## src/rtl/maze_pose_navigator.sv

```systemverilog
// Per-frame maze pose update: right-hand wall following with centring
// correction, pose clamping, and goal/stuck detection.
module maze_pose_navigator #(
  parameter int CENTER_H     = 15,
  parameter int CENTER_V     = 8,
  parameter int STEP         = 4,
  parameter int MAX_CORR     = 3,
  parameter int H_ACTIVE     = 640,
  parameter int V_ACTIVE     = 480,
  parameter int GOAL_TOL     = 4,
  parameter int STUCK_FRAMES = 8
) (
  input  logic        clk,
  input  logic        rst_n,
  input  logic        video_frame_valid,
  input  logic        mazeParametersDefined,
  input  logic [9:0]  start_h,
  input  logic [9:0]  start_v,
  input  logic [9:0]  goal_h,
  input  logic [9:0]  goal_v,
  input  logic [3:0]  states,
  input  logic [9:0]  bottom_center,
  input  logic [9:0]  left_center,
  input  logic [9:0]  upper_center,
  input  logic [9:0]  right_center,
  output logic [25:0] curPose,
  output logic        pose_valid,
  output logic        goal_reached,
  output logic        stuck,
  output logic [15:0] move_cnt
);

  localparam int SW = $clog2(STUCK_FRAMES + 1);

  localparam logic signed [11:0] L_STEP = 12'(STEP);
  localparam logic signed [11:0] L_CORR = 12'(MAX_CORR);
  localparam logic signed [11:0] L_CH   = 12'(CENTER_H);
  localparam logic signed [11:0] L_CV   = 12'(CENTER_V);
  localparam logic signed [11:0] L_HMIN = 12'(CENTER_H);
  localparam logic signed [11:0] L_HMAX = 12'(H_ACTIVE - 1 - CENTER_H);
  localparam logic signed [11:0] L_VMIN = 12'(CENTER_V);
  localparam logic signed [11:0] L_VMAX = 12'(V_ACTIVE - 1 - CENTER_V);
  localparam logic signed [11:0] L_TOL  = 12'(GOAL_TOL);

  typedef enum logic [2:0] {
    S_IDLE,
    S_WAIT,
    S_DECIDE,
    S_MOVE,
    S_DONE
  } state_t;

  state_t r_state, w_next;

  logic          r_vfv_d;
  logic [9:0]    r_h, r_v;
  logic [1:0]    r_hd;
  logic          r_pgoal;
  logic          r_goal;
  logic          r_pv;
  logic          r_stuck;
  logic [SW-1:0] r_scnt;
  logic [3:0]    r_st;
  logic [9:0]    r_bc, r_lc, r_uc, r_rc;
  logic [1:0]    r_dir;
  logic [15:0]   r_cnt;

  logic        w_cap;
  logic        w_drop;
  logic [1:0]  w_c0, w_c1, w_c2, w_c3;
  logic        w_any;
  logic [1:0]  w_dir;

  logic              w_vert;
  logic [9:0]        w_cen;
  logic signed [11:0] w_diff, w_corr;
  logic signed [11:0] w_hs, w_vs;
  logic [9:0]        w_hc, w_vc;
  logic signed [11:0] w_dh, w_dv;
  logic              w_goal;

  assign w_cap  = r_vfv_d & ~video_frame_valid;
  assign w_drop = (r_state != S_IDLE) & ~mazeParametersDefined;

  assign w_c0 = r_hd + 2'd1;
  assign w_c1 = r_hd;
  assign w_c2 = r_hd + 2'd3;
  assign w_c3 = r_hd + 2'd2;
  assign w_any = |r_st;

  always_comb begin
    w_dir = w_c3;
    if (r_st[2'd3 - w_c0])      w_dir = w_c0;
    else if (r_st[2'd3 - w_c1]) w_dir = w_c1;
    else if (r_st[2'd3 - w_c2]) w_dir = w_c2;
  end

  // Correction is lateral to travel: vertical moves nudge h, horizontal nudge v.
  always_comb begin
    w_vert = ~r_dir[0];
    w_cen  = r_bc;
    unique case (r_dir)
      2'd0: w_cen = r_bc;
      2'd1: w_cen = r_lc;
      2'd2: w_cen = r_uc;
      2'd3: w_cen = r_rc;
    endcase
    w_diff = $signed({2'b00, w_cen}) - (w_vert ? L_CH : L_CV);
    w_corr = w_diff;
    if (w_diff > L_CORR)  w_corr = L_CORR;
    if (w_diff < -L_CORR) w_corr = -L_CORR;
    w_hs = $signed({2'b00, r_h});
    w_vs = $signed({2'b00, r_v});
    unique case (r_dir)
      2'd0: begin w_vs = w_vs + L_STEP; w_hs = w_hs + w_corr; end
      2'd1: begin w_hs = w_hs - L_STEP; w_vs = w_vs + w_corr; end
      2'd2: begin w_vs = w_vs - L_STEP; w_hs = w_hs + w_corr; end
      2'd3: begin w_hs = w_hs + L_STEP; w_vs = w_vs + w_corr; end
    endcase
    if (w_hs < L_HMIN)      w_hc = L_HMIN[9:0];
    else if (w_hs > L_HMAX) w_hc = L_HMAX[9:0];
    else                    w_hc = w_hs[9:0];
    if (w_vs < L_VMIN)      w_vc = L_VMIN[9:0];
    else if (w_vs > L_VMAX) w_vc = L_VMAX[9:0];
    else                    w_vc = w_vs[9:0];
    w_dh = $signed({2'b00, w_hc}) - $signed({2'b00, goal_h});
    w_dv = $signed({2'b00, w_vc}) - $signed({2'b00, goal_v});
    if (w_dh < 0) w_dh = -w_dh;
    if (w_dv < 0) w_dv = -w_dv;
    w_goal = (w_dh <= L_TOL) && (w_dv <= L_TOL);
  end

  always_ff @(posedge clk or negedge rst_n) begin
    if (!rst_n) r_state <= S_IDLE;
    else        r_state <= w_next;
  end

  always_comb begin
    w_next = r_state;
    if (w_drop) begin
      w_next = S_IDLE;
    end else begin
      unique case (r_state)
        S_IDLE:   if (mazeParametersDefined) w_next = S_WAIT;
        S_WAIT:   if (w_cap) w_next = S_DECIDE;
        S_DECIDE: w_next = w_any ? S_MOVE : S_WAIT;
        S_MOVE:   w_next = w_goal ? S_DONE : S_WAIT;
        S_DONE:   w_next = S_DONE;
        default:  w_next = S_IDLE;
      endcase
    end
  end

  always_ff @(posedge clk or negedge rst_n) begin
    if (!rst_n) begin
      r_vfv_d <= 1'b0;
      r_h     <= '0;
      r_v     <= '0;
      r_hd    <= '0;
      r_pgoal <= 1'b0;
      r_goal  <= 1'b0;
      r_pv    <= 1'b0;
      r_stuck <= 1'b0;
      r_scnt  <= '0;
      r_st    <= '0;
      r_bc    <= '0;
      r_lc    <= '0;
      r_uc    <= '0;
      r_rc    <= '0;
      r_dir   <= '0;
      r_cnt   <= '0;
    end else begin
      r_vfv_d <= video_frame_valid;
      r_pv    <= 1'b0;
      if (w_drop) begin
        r_goal  <= 1'b0;
        r_stuck <= 1'b0;
      end else begin
        unique case (r_state)
          S_IDLE: if (mazeParametersDefined) begin
            r_h     <= start_h;
            r_v     <= start_v;
            r_hd    <= 2'd0;
            r_pgoal <= 1'b0;
            r_goal  <= 1'b0;
            r_cnt   <= '0;
            r_scnt  <= '0;
            r_stuck <= 1'b0;
          end
          S_WAIT: if (w_cap) begin
            r_st <= states;
            r_bc <= bottom_center;
            r_lc <= left_center;
            r_uc <= upper_center;
            r_rc <= right_center;
          end
          S_DECIDE: begin
            if (w_any) begin
              r_dir   <= w_dir;
              r_scnt  <= '0;
              r_stuck <= 1'b0;
            end else begin
              if (int'(r_scnt) < STUCK_FRAMES) r_scnt <= r_scnt + 1'b1;
              if (int'(r_scnt) >= STUCK_FRAMES - 1) r_stuck <= 1'b1;
            end
          end
          S_MOVE: begin
            r_h  <= w_hc;
            r_v  <= w_vc;
            r_hd <= r_dir;
            r_pv <= 1'b1;
            if (r_cnt != 16'hFFFF) r_cnt <= r_cnt + 16'd1;
            if (w_goal) begin
              r_goal  <= 1'b1;
              r_pgoal <= 1'b1;
            end
          end
          default: ;
        endcase
      end
    end
  end

  assign curPose      = {3'b000, r_pgoal, r_hd, r_h, r_v};
  assign pose_valid   = r_pv;
  assign goal_reached = r_goal;
  assign stuck        = r_stuck;
  assign move_cnt     = r_cnt;

endmodule
```

## config.mk

```make
export PLATFORM = sky130hd
export DESIGN_NAME = maze_pose_navigator
export DESIGN_NICKNAME = d
export VERILOG_FILES = /design/src/rtl/maze_pose_navigator.sv
export SDC_FILE = /design/constraint.sdc
export NUM_CORES = 1
export LEC_CHECK = 0
export CAP_MARGIN = 20
export CORE_ASPECT_RATIO = 1.75
export CORE_MARGIN = 2
export CORE_UTILIZATION = 55
export CTS_CLUSTER_DIAMETER = 30
export DETAILED_ROUTE_END_ITERATION = 16
export PLACE_DENSITY = 0.83
export SLEW_MARGIN = 30
export SYNTH_ARGS = -nofsm -noshare
export SYNTH_HDL_FRONTEND = slang
export SYNTH_SLANG_ARGS = --single-unit
```

## constraint.sdc

```tcl
create_clock -name clk -period 20.9 [get_ports clk]
set_input_delay 2.09 -clock clk [delete_from_list [all_inputs] [get_ports clk]]
set_output_delay 2.09 -clock clk [all_outputs]
set_load 0.02 [all_outputs]
```

==> results.md <==
* Status: completed
* Clk root buf: clkbuf_16
* TritonCTS Buffers at 9
* Crit path launch type: flop
* Slew @ Worst Pin at 0.856 ns
* Top-area cell type share of the netlist area at 0.283
* Worst path max stage delay at 0.54 ns
* Minimum clock period at 9.20 ns
* CTS Sinks at 96
* HP Class: reg -> reg
* Die area at 0.0165 mm²
* Routed vias/inst at 6.37
* Most frequent cell after synthesis: dfrtp_1
* Syn Inst Count at 975
* RSZ-0062 raised after global routing: false
* DRC Markers at 0
* Top post-synthesis cells by count: dfrtp_1 (96), nor2_1 (74), nand2_1 (72)
* Wirelength, routed at 23,900 µm
* Internal power at 705 µW
* Initial core utilization at 0.556
* Part of the power in registers at 0.177
* Register area share after synthesis at 0.283
* Vias in the first global route at 8,069
* Crit-path max FO at 49
* Layout cells sized above 1 at 0.0968
* Finished Layout Cells at 1,271
* Initial antenna violation count at 0
* Max-Slew Margin vs Limit at 0.424
* EDFF count, synth at 0
* Pwr dens at 138 mW/mm²
* Net Sw Power at 703 µW
* Dominant cell type by area after synthesis: dfrtp_1
* Largest net degree at the start of global routing at 75
* Fin util at 0.667
* DP HPWL at 18,300 µm
* Largest family of logic cells by synthesized area: compound AO/OA/AOI/OAI gates
* Clock slew at reported path FFs at 0.08 ns
* First-pass GRT wire length at 39,300 µm
* Adder-cell share of the synthesized area at 0.0871
* H-tree Lvls at 3
* Crit path DAT at 9.48 ns
* Switching part of the total power at 0.499
* GRT Total Usage at 0.290
* Setup TNS at 0 ns
* Yosys warns at 0
* NumNets Final at 1,224
* Die width at 97.8 µm
* Final period util at 0.440
* CTS max path bufs at 2
* Main synth FF type: dfrtp_1
* Slowest CP cell: dfrtp_2
* Cell Area, Synth at 0.00848 mm²
* Routed WL per cell at 18.8 µm
* Flops & latches, synth at 96
* Post-CTS setup buffer count at 0
* Max-slew violations at 0
* Setup violators final at 0
* CTS tree: yes
* # diodes at 0
* Gr ovfl total at 0
* Final antenna-violating net count at 0
* Final Hold Vio Count at 0
* Fmax at 109 MHz
* Layout area overhead at 20.0%
* Core Box Area at 0.0152 mm²
* Mux share of post-synthesis cell area at 0.101
* Drt first pass iters at 9
* Avg Synthesized Cell Area at 8.69 µm²
* Routability cong. at 0.978
* Vias post-DR at 8,101
* Ys async rst share at 1.00
* Die height at 168 µm
* Combinational power share at 0.708
* Cts repair resizes at 0
* Clock latency at the later pin of the worst-skew pair at 0.35 ns
* Main area contributors after synthesis: dfrtp_1 (28%), ha_1 (7.5%), mux2_2 (6.5%)
* Complex-gate fraction of the synthesized area at 0.232
* Synth unique cells at 79
* PortBufs at 129
* Placed Cells at 1,255
* Clock power share at 0.115
* CTS hold repair buffers at 0
* Pleak at 4.29 nW
* Crit end category: flop
* Synth Area in XOR/XNOR at 0.0506
* Rows at 60
* VDD IR-drop max at 0.110 mV
* Synth Area in Simple Gates at 0.203
* Maxcap violations at 0
* Fin Clk Skew at 0.0129 ns
* IO Pins at 133
* Critical path required time at 21.18 ns
* DRT iter0 DRCs at 560
* Crit Path Class: reg -> reg
## path summary, 6_finish.rpt
check / slack (ns) / cells past startpoint / endpoint / startpoint
setup reg to reg: 11.70 / 34 / r_pgoal / r_dir[0]
max in group asynchronous: 18.27 / 2 / r_dir[0] / rst_n
setup / recovery: 11.70 / 34 / r_pgoal / r_dir[0]
hold reg to reg: 0.51 / 1 / r_uc[4] / r_uc[4]
hold / removal: 0.51 / 1 / r_uc[4] / r_uc[4]
min in group asynchronous: 1.62 / 1 / r_lc[7] / rst_n
## through the flow
step           area, µm²  hold WS, ns  setup slack, ns  total power, mW
2_1_floorplan       8490        0.474            12.38             1.00
3_3_place_gp        9860        0.482            12.15             1.20
3_5_place_dp        9860        0.493            11.81             1.22
4_1_cts            10100        0.510            11.77             1.39
5_1_grt            10200        0.521            11.02             1.53
6_report           10200        0.508            11.70             1.41
## power by group through the flow
stage / logic [mW] / registers (mW) / clock network [mW]
4_1_cts: 0.977 / 0.248 / 0.164
2_1_floorplan: 0.757 / 0.245 / 0
3_5_place_dp: 0.970 / 0.252 / 0
5_1_grt: 1.10 / 0.253 / 0.171
3_3_place_gp: 0.953 / 0.249 / 0
6_report: 0.997 / 0.249 / 0.162
## flip-flops by register name, indices dropped and copies added (netlist names), 3 cells and up
name / cells
r_state: 3
r_bc: 10
r_lc: 10
r_scnt: 4
move_cnt: 16
r_h: 10
r_rc: 10
r_uc: 10
r_st: 4
r_v: 10
## layout make-up
class | instances | area (µm²)
multi-input combinational | 795 | 5750
clock buffer | 10 | 229
clock inverter | 6 | 53.8
fill | 1288 | 5070
tap | 186 | 233
sequential | 96 | 2400
timing repair buffer | 135 | 1340
inverter | 43 | 161
## kinds of logic (layout without fill, tap and decap cells)
kind of cell    count (synthesis)  count (layout)
compound gates                283             283
xor+xnor                       49              49
fa+ha+maj                      56              56
buf+inv                        87             194
flops                          96              96
mux                            68              68
other cells                     1               4
simple gates                  335             335
## critical path, delay by kind of cell, from the launching register on
family	cells	cell delay, ns
simple gates	9	1.43
flops	1	0.54
fa+ha+maj	6	2.08
compound gates	14	3.54
xor+xnor	2	0.57
buf+inv	3	1.00
## metal layers
layer  wire [µm]  GRT usage
met5           0          0
met1        9230      0.331
met2       12500      0.527
met3        1060     0.0411
met4        1050      0.136
## cell usage in the layout (no fill, tap or decap), types with 36 or more instances in the layout
| cell type | instances |
|---|---|
| dfrtp_1 | 95 |
| o21ai_0 | 51 |
| nand2_1 | 72 |
| nand3_1 | 36 |
| nor2_1 | 73 |
| mux2_2 | 49 |
| inv_1 | 43 |
| clkdlybuf4s50_1 | 128 |
| ha_1 | 51 |
| a21oi_1 | 57 |
Note: power is estimated with default switching activity, not from simulation.
